**config.mk**
```make
export PLATFORM = sky130hd
export DESIGN_NAME = stage1_xform_pipe
export DESIGN_NICKNAME = d
export VERILOG_FILES = /design/src/rtl/crypt_pkg.sv /design/src/rtl/stage1_lane_xform.sv /design/src/rtl/stage1_xform_pipe.sv
export SDC_FILE = /design/constraint.sdc
export NUM_CORES = 1
export LEC_CHECK = 0
export BUFFER_PORTS_ARGS = -buffer_cell sky130_fd_sc_hd__buf_4
export CAP_MARGIN = 5
export CORE_MARGIN = 3
export CORE_UTILIZATION = 50
export DETAILED_ROUTE_END_ITERATION = 6
export GPL_ROUTABILITY_DRIVEN = 0
export GPL_TIMING_DRIVEN = 0
export HOLD_SLACK_MARGIN = 0.12
export PLACE_DENSITY_LB_ADDON = 0.15
export REMOVE_ABC_BUFFERS = 1
export SYNTH_ARGS = -nofsm -noshare
export SYNTH_HDL_FRONTEND = slang
export SYNTH_HIERARCHICAL = 1
export SYNTH_SLANG_ARGS = --single-unit
export TNS_END_PERCENT = 50
```
**constraint.sdc**
```tcl
create_clock -name clk -period 1.64 [get_ports clk]
set_input_delay 0.328 -clock clk [delete_from_list [all_inputs] [get_ports clk]]
set_output_delay 0.328 -clock clk [all_outputs]
set_load 0.02 [all_outputs]
```
**src/rtl/crypt_pkg.sv**
```systemverilog
// Shared types and defaults for the crypt datapath stages.
package crypt_pkg;

  typedef enum logic [1:0] {
    OP_INV   = 2'b00,
    OP_ROR   = 2'b01,
    OP_ROL   = 2'b10,
    OP_INVLO = 2'b11
  } op_e;

  localparam int unsigned DefLanes = 4;
  localparam int unsigned DefLaneW = 8;

endpackage

```
**src/rtl/stage1_lane_xform.sv**
```systemverilog
// Combinational single-lane stage-1 transform: invert, rotate or low-half invert,
// with rotate direction swapped in decrypt mode.
module stage1_lane_xform
  import crypt_pkg::*;
#(
  parameter int unsigned LANE_W = DefLaneW,
  parameter int unsigned ROT    = 2
) (
  input  logic [LANE_W-1:0] lane_i,
  input  logic [1:0]        key_i,
  input  logic              decrypt_i,
  output logic [LANE_W-1:0] lane_o
);

  if ((LANE_W % 2) != 0 || LANE_W < 4) begin : g_bad_lane_w
    $error("stage1_lane_xform: LANE_W must be even and >= 4");
  end
  if (ROT < 1 || ROT > LANE_W - 1) begin : g_bad_rot
    $error("stage1_lane_xform: ROT must be in 1..LANE_W-1");
  end

  localparam logic [LANE_W-1:0] LoMask = {{(LANE_W/2){1'b0}}, {(LANE_W/2){1'b1}}};

  logic [LANE_W-1:0] ror, rol;
  op_e               op;

  assign ror = (lane_i >> ROT) | (lane_i << (LANE_W - ROT));
  assign rol = (lane_i << ROT) | (lane_i >> (LANE_W - ROT));
  assign op  = op_e'(key_i);

  always_comb begin
    lane_o = lane_i;
    unique case (op)
      OP_INV:   lane_o = ~lane_i;
      OP_ROR:   lane_o = decrypt_i ? rol : ror;
      OP_ROL:   lane_o = decrypt_i ? ror : rol;
      OP_INVLO: lane_o = lane_i ^ LoMask;
      default:  lane_o = lane_i;
    endcase
  end

endmodule

```
**src/rtl/stage1_xform_pipe.sv**
```systemverilog
// Stage-1 lane transform with valid/ready handshake, one-entry skid buffer,
// key pass-through and completed-block counter.
module stage1_xform_pipe
  import crypt_pkg::*;
#(
  parameter int unsigned LANES  = DefLanes,
  parameter int unsigned LANE_W = DefLaneW,
  parameter int unsigned ROT    = 2,
  parameter int unsigned CNT_W  = 16
) (
  input  logic                    clk,
  input  logic                    reset,
  input  logic                    in_valid,
  output logic                    in_ready,
  input  logic [LANES*LANE_W-1:0] in_data,
  input  logic [1:0]              in_key,
  input  logic                    in_decrypt,
  output logic                    out_valid,
  input  logic                    out_ready,
  output logic [LANES*LANE_W-1:0] out_data,
  output logic [1:0]              out_key,
  output logic [CNT_W-1:0]        blk_count
);

  localparam int unsigned DataW = LANES * LANE_W;

  logic [DataW-1:0] xf_data;

  for (genvar i = 0; i < LANES; i++) begin : g_lane
    stage1_lane_xform #(
      .LANE_W (LANE_W),
      .ROT    (ROT)
    ) u_xform (
      .lane_i    (in_data[i*LANE_W +: LANE_W]),
      .key_i     (in_key),
      .decrypt_i (in_decrypt),
      .lane_o    (xf_data[i*LANE_W +: LANE_W])
    );
  end

  logic             out_valid_q, out_valid_d;
  logic [DataW-1:0] out_data_q, out_data_d;
  logic [1:0]       out_key_q, out_key_d;
  logic             skid_valid_q, skid_valid_d;
  logic [DataW-1:0] skid_data_q, skid_data_d;
  logic [1:0]       skid_key_q, skid_key_d;
  logic [CNT_W-1:0] cnt_q, cnt_d;

  logic accept, drain;

  assign accept = in_valid & ~skid_valid_q;
  assign drain  = out_valid_q & out_ready;

  always_comb begin
    out_valid_d  = out_valid_q;
    out_data_d   = out_data_q;
    out_key_d    = out_key_q;
    skid_valid_d = skid_valid_q;
    skid_data_d  = skid_data_q;
    skid_key_d   = skid_key_q;
    cnt_d        = cnt_q + CNT_W'(drain);

    if (drain) begin
      // A full skid entry blocks accept, so it is the only candidate to refill.
      if (skid_valid_q) begin
        out_data_d   = skid_data_q;
        out_key_d    = skid_key_q;
        skid_valid_d = 1'b0;
      end else if (accept) begin
        out_data_d = xf_data;
        out_key_d  = in_key;
      end else begin
        out_valid_d = 1'b0;
      end
    end else if (!out_valid_q) begin
      if (accept) begin
        out_valid_d = 1'b1;
        out_data_d  = xf_data;
        out_key_d   = in_key;
      end
    end else if (accept) begin
      skid_valid_d = 1'b1;
      skid_data_d  = xf_data;
      skid_key_d   = in_key;
    end
  end

  always_ff @(posedge clk) begin
    if (reset) begin
      out_valid_q  <= 1'b0;
      out_data_q   <= '0;
      out_key_q    <= '0;
      skid_valid_q <= 1'b0;
      skid_data_q  <= '0;
      skid_key_q   <= '0;
      cnt_q        <= '0;
    end else begin
      out_valid_q  <= out_valid_d;
      out_data_q   <= out_data_d;
      out_key_q    <= out_key_d;
      skid_valid_q <= skid_valid_d;
      skid_data_q  <= skid_data_d;
      skid_key_q   <= skid_key_d;
      cnt_q        <= cnt_d;
    end
  end

  assign in_ready  = ~skid_valid_q;
  assign out_valid = out_valid_q;
  assign out_data  = out_data_q;
  assign out_key   = out_key_q;
  assign blk_count = cnt_q;

endmodule
```
==> flow_summary.json <==
{
  "holdPathEnd": "skid_data_q[3]",
  "outcome": "completed",
  "cts_root_buf": "clkbuf_8",
  "fp.dieW_um": 105.8,
  "stdcell_count": 817,
  "fmax_ghz": 0.6153,
  "max_stage_delay_ns": 0.42,
  "cp.arrival_ns": 1.91,
  "hold_violations": 0,
  "diodes": 0,
  "setup_tns_ns": 0,
  "clk_pin_slew_worst_paths_ns": 0.09,
  "ant_nets": 0,
  "ctsHtreeMaxLevel": 3,
  "tightest_slew_ns": 0.8760,
  "ys_types": 50,
  "crit_path_end_kind": "flip-flop",
  "min_from": "in_data[3]",
  "synth_compound_area_share_pct": 31.26,
  "clockBufferDepth": 2,
  "grt_pass1_vias": 4635,
  "synth_simple_gate_area_share_pct": 20.56,
  "yosysWarnings": 6,
  "vdd_drop_max_uv": 539.5,
  "worst_hold_slack_ns": 0.3216,
  "setup_viol": 0,
  "fin_skew_ns": 0.01094,
  "max_slew_margin_pct": 41.60,
  "synthCells": 632,
  "seq_area_frac_synth_pct": 34.55,
  "synth_mux_area_share_pct": 3.440,
  "synth_area_per_cell_um2": 7.885,
  "rsz0062_at_grt": "true",
  "area_delta_synth_final_pct": 18.53,
  "synthTopCellsByCount": "nand2_1, dfxtp_1, a21oi_1, nor2_1, a222oi_1",
  "grtUsageTotal_pct": 23.52,
  "core_um2": 9459,
  "drive_above_1_share_pct": 21.37,
  "ys.flop_type": "dfxtp_1",
  "hp-class": "in2reg",
  "cts_buffers": 9,
  "dieArea_um2": 11200,
  "synth_seq_cells": 86,
  "min_period_ns": 1.625,
  "path_cells": "and2_4, ha_1, nand3_2, or2_4, or4_1, a21oi_2",
  "synth_top_area_share_pct": 34.55,
  "finalPower_mw": 4.962,
  "synth_fa_ha_area_share_pct": 0.5021,
  "grt_max_degree": 107,
  "dp_hpwl_um": 8160,
  "drv_cap": 0,
  "wl_um": 13610,
  "routedWlPerCell_um": 16.65,
  "placed_cells": 795,
  "synth_area_leader_cell": "dfxtp_1",
  "synthXorXnorAreaFrac_pct": 1.582,
  "clk_latency_ns": 0.36,
  "rr_worst_depth": 6,
  "leakagePower_nw": 2.312,
  "cts_sinks": 86,
  "routed_via_density": 6.244,
  "antenna_found_initial": 0,
  "dr.pass1.iters": 6,
  "r2r-end": "blk_count[13]",
  "die_h_um": 105.8,
  "worstPathRequired_ns": 1.92,
  "cts_tree": "done",
  "ctsHoldBuffers": 0,
  "grt_overflow": 0,
  "drv_slew": 0,
  "drc": 0,
  "fin_nets": 724,
  "start_kind": "flip-flop",
  "powerDensity_nw_per_um2": 840.0,
  "reg2reg_from": "out_valid",
  "port_buffers": 90,
  "vias": 5101,
  "cp_slowest_cell": "or4_1",
  "start_util_pct": 52.69,
  "synth_enable_flop_cells": 0,
  "drt_iter0_drc": 559,
  "fin_ws_ns": 0.01471,
  "dp_slack_ns": -0.7322,
  "async_flop_share_pct": 0,
  "fin_crit_sh_pct": 99.10,
  "synth_top_family_by_area": "compound AO/OA/AOI/OAI gates",
  "yosysMostFrequentCell": "nand2_1",
  "grt_pass1_wl_um": 22050,
  "rows": 35,
  "timing_worst_setup_path_type": "reg2reg",
  "path_max_fanout": 5,
  "netlist_area_um2": 4984,
  "ioPinCount": 91,
  "hold_path_depth": 4,
  "r2r_slack_ns": 0.01,
  "ys_top_cells_by_area": "dfxtp_1, a21oi_1, a222oi_1"
}
==> what timing repair did <==
action,in CTS,in global routing
pin swaps,4,3
endpoints found under the hold margin,0,0
gates resized for setup,18,20
cloned,3,1
setup endpoints to repair,72,66
buffers inserted,1,1
==> critical path: cells and delay by family (launching register included) <==
family / cells / cell delay (ns)
simple gates: 4 / 0.90
flops: 1 / 0.38
fa+ha+maj: 1 / 0.16
compound gates: 1 / 0.13
==> through the flow <==
step / instance area (um^2) / utilization (%)
3_3_place_gp: 5488 / 58.02
5_1_grt: 5907 / 62.45
6_report: 5907 / 62.45
3_5_place_dp: 5523 / 58.39
4_1_cts: 5823 / 61.56
2_1_floorplan: 4651 / -
==> power breakdown <==
group,switching [mW],total [mW],internal (mW)
registers,0.0626,2.25,2.19
logic,0.658,1.13,0.473
clock network,0.808,1.58,0.773
total,1.53,4.96,3.43
==> flip-flops by register name, summed over array words and instances, names as in the netlist <==
name,count
out_data,32
skid_data_q,32
blk_count,16
out_key,2
skid_key_q,2
out_valid,1
skid_valid_q,1
==> layer usage <==
layer  track usage (%)  part of all wire [%]
met1             31.46                    44
met2             39.48                    48
met3             3.429                   6.9
met4             6.660                   1.1
met5                 0                     0
==> worst max-delay path by stage <==
stage	from	endpoint	slack, ns
after CTS	skid_valid_q	out_data[24]	-0.05
final	out_valid	blk_count[13]	0.01
after detailed placement	in_key[0]	out_data[1]	-0.73
after floorplan	out_valid	out_data[0]	-0.42
after global placement	out_valid	out_data[31]	-1.24
after global routing	out_valid	blk_count[13]	-0.04
==> layout make-up <==
type                            instances  area [um^2]
Fill cell                             864         3552
Sequential cell                        86         1730
Clock buffer                           10        137.6
Tap cell                              129        161.4
Clock inverter                          6        75.07
Inverter                               17        71.32
Multi-Input combinational cell        476         2973
Timing Repair Buffer                   93        758.2
==> placed cells by master, fill, tap and decap left out, types with 5 or more instances in the layout <==
master and instances:
a21o_1 12, a21oi_1 76, a221oi_1 6, a222oi_1 34, a22oi_1 7, a311oi_1 9
buf_4 89, clkbuf_8 10, dfxtp_1 81, inv_1 14, mux2_2 5, mux2i_1 7
nand2_1 88, nand2b_1 14, nand3_1 5, nand4_1 5, nor2_1 68, nor2b_1 5
nor3_1 8, nor3b_1 10, o21ai_0 17, o22ai_1 20, o2bb2ai_1 6, o311ai_0 7
xor2_1 6
==> logic make-up (layout without fill, tap and decap cells) <==
family / after synthesis / after routing
compound gates: 221 / 223
xor+xnor: 9 / 9
fa+ha+maj: 2 / 2
buf+inv: 74 / 126
flops: 86 / 86
mux: 15 / 15
simple gates: 225 / 227
No activity file was read; power rests on OpenSTA's default activity.
